--- src/rtl/pwm_capture.sv ---
// PWM input capture.
// Measures period and high time of an asynchronous pulse train in clk cycles.
// Results are published as a coherent pair with a one-cycle valid strobe.
// A sticky timeout flag is raised when the counter saturates without an edge.
module pwm_capture #(
  parameter int unsigned WIDTH = 16
) (
  input  logic             clk,
  input  logic             rst_n,
  input  logic             pwm_in,
  output logic [WIDTH-1:0] period_o,
  output logic [WIDTH-1:0] high_o,
  output logic             valid_o,
  output logic             timeout_o,
  output logic             level_o
);

  localparam logic [WIDTH-1:0] CntMax    = {WIDTH{1'b1}};
  // One below saturation: cnt+1 would reach 2^WIDTH-1, which is not reportable.
  localparam logic [WIDTH-1:0] SatThresh = {{(WIDTH-1){1'b1}}, 1'b0};

  typedef enum logic [1:0] {
    StWaitRise,
    StHigh,
    StLow,
    StTimeout
  } state_e;

  state_e state_q, state_d;

  logic             sync1_q, sync2_q, sync3_q;
  logic [WIDTH-1:0] cnt_q;
  logic [WIDTH-1:0] high_shadow_q;
  logic             discard_q;

  logic             rise_det, fall_det;
  logic             sat;
  logic [WIDTH-1:0] cnt_plus1;
  logic [WIDTH-1:0] cnt_sat_inc;

  // FSM control strobes
  logic cnt_clr;
  logic cnt_inc;
  logic high_latch;
  logic period_done;
  logic enter_timeout;
  logic report;

  assign rise_det    = sync2_q & ~sync3_q;
  assign fall_det    = ~sync2_q & sync3_q;
  assign level_o     = sync2_q;
  assign cnt_plus1   = cnt_q + 1'b1;
  assign cnt_sat_inc = (cnt_q == CntMax) ? cnt_q : cnt_plus1;
  assign sat         = (cnt_q >= SatThresh);
  assign report      = period_done & ~discard_q;

  // Two-flop synchronizer plus a third flop for edge detection.
  always_ff @(posedge clk) begin
    if (!rst_n) begin
      sync1_q <= 1'b0;
      sync2_q <= 1'b0;
      sync3_q <= 1'b0;
    end else begin
      sync1_q <= pwm_in;
      sync2_q <= sync1_q;
      sync3_q <= sync2_q;
    end
  end

  // FSM state register.
  always_ff @(posedge clk) begin
    if (!rst_n) begin
      state_q <= StWaitRise;
    end else begin
      state_q <= state_d;
    end
  end

  // Next-state and control decode; saturation wins over a coincident edge.
  always_comb begin
    state_d       = state_q;
    cnt_clr       = 1'b0;
    cnt_inc       = 1'b0;
    high_latch    = 1'b0;
    period_done   = 1'b0;
    enter_timeout = 1'b0;
    unique case (state_q)
      StWaitRise: begin
        if (rise_det) begin
          cnt_clr = 1'b1;
          state_d = StHigh;
        end
      end
      StHigh: begin
        if (sat) begin
          state_d = StTimeout;
        end else begin
          cnt_inc = 1'b1;
          if (fall_det) begin
            high_latch = 1'b1;
            state_d    = StLow;
          end
        end
      end
      StLow: begin
        if (sat) begin
          state_d = StTimeout;
        end else if (rise_det) begin
          period_done = 1'b1;
          cnt_clr     = 1'b1;
          state_d     = StHigh;
        end else begin
          cnt_inc = 1'b1;
        end
      end
      StTimeout: begin
        enter_timeout = 1'b1;
        state_d       = StWaitRise;
      end
      default: state_d = StWaitRise;
    endcase
  end

  // Cycle counter: cleared on a rising edge, counts while measuring.
  always_ff @(posedge clk) begin
    if (!rst_n) begin
      cnt_q <= '0;
    end else if (cnt_clr) begin
      cnt_q <= '0;
    end else if (cnt_inc) begin
      cnt_q <= cnt_sat_inc;
    end
  end

  // High time is held in a shadow so period/high publish as one pair.
  always_ff @(posedge clk) begin
    if (!rst_n) begin
      high_shadow_q <= '0;
    end else if (high_latch) begin
      high_shadow_q <= cnt_plus1;
    end
  end

  // Discard flag: first full period after reset or timeout is untrusted.
  always_ff @(posedge clk) begin
    if (!rst_n) begin
      discard_q <= 1'b1;
    end else if (enter_timeout) begin
      discard_q <= 1'b1;
    end else if (period_done) begin
      discard_q <= 1'b0;
    end
  end

  // Result registers, valid strobe and sticky timeout flag.
  always_ff @(posedge clk) begin
    if (!rst_n) begin
      period_o  <= '0;
      high_o    <= '0;
      valid_o   <= 1'b0;
      timeout_o <= 1'b0;
    end else begin
      valid_o <= report;
      if (report) begin
        period_o  <= cnt_plus1;
        high_o    <= high_shadow_q;
        timeout_o <= 1'b0;
      end else if (enter_timeout) begin
        timeout_o <= 1'b1;
      end
    end
  end

endmodule

--- config.mk ---
export PLATFORM = sky130hd
export DESIGN_NAME = pwm_capture
export DESIGN_NICKNAME = d
export VERILOG_FILES = /design/src/rtl/pwm_capture.sv
export SDC_FILE = /design/constraint.sdc
export NUM_CORES = 1
export LEC_CHECK = 0
export CAP_MARGIN = 20
export CORE_MARGIN = 3
export CORE_UTILIZATION = 55
export DETAILED_ROUTE_END_ITERATION = 16
export GPL_TIMING_DRIVEN = 0
export PLACE_DENSITY = 0.79
export SLEW_MARGIN = 20
export SYNTH_ARGS = -nofsm -noshare
export SYNTH_HDL_FRONTEND = slang
export SYNTH_SLANG_ARGS = --single-unit
--- constraint.sdc ---
create_clock -name clk -period 3.9 [get_ports clk]
set_clock_uncertainty 0.15 [all_clocks]
set_input_delay 0.585 -clock clk [delete_from_list [all_inputs] [get_ports clk]]
set_output_delay 0.585 -clock clk [all_outputs]
set_load 0.03 [all_outputs]
==> results.json <==
{
  "powerDensity_nw_per_um2": 356,
  "p_sw_frac": 0.217,
  "clk_pin_slew_ns": 0.08,
  "drc_errors": 0,
  "place_hpwl_um": 5080,
  "row_count": 26,
  "p_seq_frac": 0.547,
  "cp_data_required_time_ns": 4.03,
  "synthMostInstantiatedCell": "dfxtp_1",
  "cts_resized": 0,
  "die_x_um": 81.4,
  "n_antenna_cell": 0,
  "p_leak_uw": 0.00123,
  "p_total_uw": 1350,
  "path_class": "reg -> reg",
  "synth-seq-cells": 72,
  "slew_headroom": 0.539,
  "clk_latency_ns": 0.34,
  "fin_nets": 404,
  "die_h_um": 81.4,
  "syn_nets": 356,
  "dieArea_um2": 6630,
  "ctsRootBufferMaster": "clkbuf_8",
  "first_global_vias": 2453,
  "drive_above_1_share": 0.145,
  "num_vias": 2624,
  "crit_arrival_ns": 2.66,
  "io_pins": 38,
  "start_util": 0.590,
  "fin_crit_sh": 0.648,
  "ys.flop_type": "dfxtp_1",
  "tritoncts": "done",
  "netlist_instances": 347,
  "cts_made_buffers": 9,
  "synthTopCellsByArea": "dfxtp_1 46%, nor2_1 5.4%, a211oi_1 5.0%",
  "start_kind": "flop",
  "reg2reg_depth": 7,
  "period_needed_ns": 2.53,
  "synth_edf_count": 0,
  "syn2layout_area_growth_pct": 21.0,
  "rsz0062_at_grt": "false",
  "synth_top_cell_by_area": "dfxtp_1",
  "switching_power_uw": 293,
  "fmax_mhz": 396,
  "first_pass_iters": 4,
  "cp-end-kind": "flop",
  "path_max_fanout": 7,
  "ant_nets": 0,
  "grt_max_degree": 13,
  "setup_violations": 0,
  "min_delay_path_depth": 1,
  "syn_area_per_cell_um2": 9.02,
  "drt_iter0_markers": 137,
  "globalRouteOverflowTotal": 0,
  "grt_pass1_wl_um": 11700,
  "hold_viol_final": 0,
  "cts_max_level": 3,
  "p_comb_frac": 0.019,
  "routabilityCongestion": 0.893,
  "setup_tns_ns": 0,
  "peakVddDrop_mv": 0.208,
  "synth_seq_area_share": 0.461,
  "grt.total_usage": 0.233,
  "yosys_warnings": 0,
  "slew_violations": 0,
  "yosys.area.top_type_share": 0.461,
  "synthArstFlopShare": 0,
  "post_cts_buffers": 0,
  "power_frac_clock": 0.434,
  "synth_area_um2": 3130,
  "tightest_slew_ns": 0.691,
  "wl_per_cell_um": 14.6,
  "cts_hold_buf": 0,
  "clock_sinks": 72,
  "drt-total-wl_um": 6860,
  "antenna_found_initial": 0,
  "maxCapViolCount": 0,
  "outcome": "finished clean",
  "cts.path.max_buffers": 2,
  "via_per_inst": 5.58,
  "min_path_type": "reg -> reg",
  "io_buffers": 37,
  "intPower_uw": 1060,
  "core_area_um2": 5300,
  "ys_top_cells_by_count": "72 x dfxtp_1, 45 x nor2_1, 33 x nand2_1",
  "ys_types": 46
}
cell families after synthesis:
kind of cell             after synthesis  share of synthesized area
AO/OA/AOI/OAI                         91                      0.210
XOR/XNOR                              21                     0.0588
buffers and inverters                 26                     0.0404
multiplexers                           1                    0.00320
flip-flops                            72                      0.461
AND/OR/NAND/NOR                      130                      0.203
adder cells (fa/ha/maj)                6                     0.0240
state kept, by name, summed over array words and instances, names as in the netlist:
register,cells
cnt_q,16
timeout_o,1
sync3_q,1
state_q,2
valid_o,1
level_o,1
sync1_q,1
high_o,16
discard_q,1
high_shadow_q,16
period_o,16
worst paths after layout:
kind	from	to	slack [ns]
setup reg to reg	state_q[1]$_SDFFE_PN0P_	cnt_q[11]$_SDFFE_PP0P_	1.37
hold / removal	sync1_q$_SDFF_PN0_	level_o$_SDFF_PN0_	0.30
hold reg to reg	sync1_q$_SDFF_PN0_	level_o$_SDFF_PN0_	0.30
setup / recovery	state_q[1]$_SDFFE_PN0P_	cnt_q[11]$_SDFFE_PP0P_	1.37
layout by cell type, fill, tap and decap left out, types with 2 or more instances in the layout:
cell / count
a211o_1: 2
a211oi_1: 21
a211oi_2: 10
a21oi_1: 22
a21oi_2: 10
and2_1: 4
and3_1: 3
and4_1: 2
buf_2: 5
buf_4: 2
buf_6: 2
clkbuf_1: 13
clkbuf_8: 10
clkdlybuf4s50_1: 37
clkinv_2: 2
dfxtp_1: 72
ha_1: 6
inv_1: 4
nand2_1: 33
nand2_2: 10
nand2b_1: 2
nand3_1: 11
nand4_1: 3
nor2_1: 45
nor3_1: 4
nor4_1: 2
o21a_1: 3
o21ai_0: 14
o31ai_1: 2
or3_1: 3
xnor2_1: 12
xor2_1: 9
area by class of cell:
| type | count | area, um2 |
|---|---|---|
| inverter | 5 | 18.8 |
| sequential | 72 | 1440 |
| multi-input combinational | 249 | 1560 |
| tap | 70 | 87.6 |
| buffer | 21 | 108 |
| clock buffer | 11 | 141 |
| timing repair buffer | 37 | 370 |
| fill | 414 | 1520 |
| clock inverter | 5 | 56.3 |
power groups by stage:
| stage | sequential (uW) | combinational (uW) | clock (uW) |
|---|---|---|---|
| 2_1_floorplan | 755 | 16.9 | 0 |
| 3_5_place_dp | 754 | 26.2 | 0 |
| 3_3_place_gp | 754 | 26.0 | 0 |
| 4_1_cts | 737 | 26.4 | 596 |
| 6_report | 737 | 26.2 | 585 |
| 5_1_grt | 737 | 29.0 | 627 |
worst max-delay path, stage by stage, from the launching register on:
cell,delay [ns]
dfxtp_1,0.41
inv_1,0.09
ha_1,0.31
nand2_1,0.07
o21ai_0,0.44
o21ai_1,0.33
or4b_1,0.54
a21oi_1,0.15
metrics by stage:
stage	setup WS, ns	util	instance area, um2	cells	hold slack (ns)
after floorplan	1.82	-	3130	347	0.262
after global placement	1.51	0.676	3590	454	0.264
after detailed placement	1.44	0.676	3590	454	0.274
after CTS	1.42	0.714	3780	470	0.302
after global routing	1.18	0.714	3780	470	0.308
final	1.37	0.714	3780	470	0.299
routing by layer:
layer | part of all wire | track usage | routed length (um) | vias to the layer above
met4 | 0.023 | 0.122 | 156 | 0
li1 | - | - | - | 1310
met3 | 0.039 | 0.0406 | 266 | 15
met1 | 0.46 | 0.300 | 3130 | 1228
met2 | 0.48 | 0.373 | 3310 | 71
met5 | 0 | 0 | 0 | -
(Power assumes the default switching activity.)
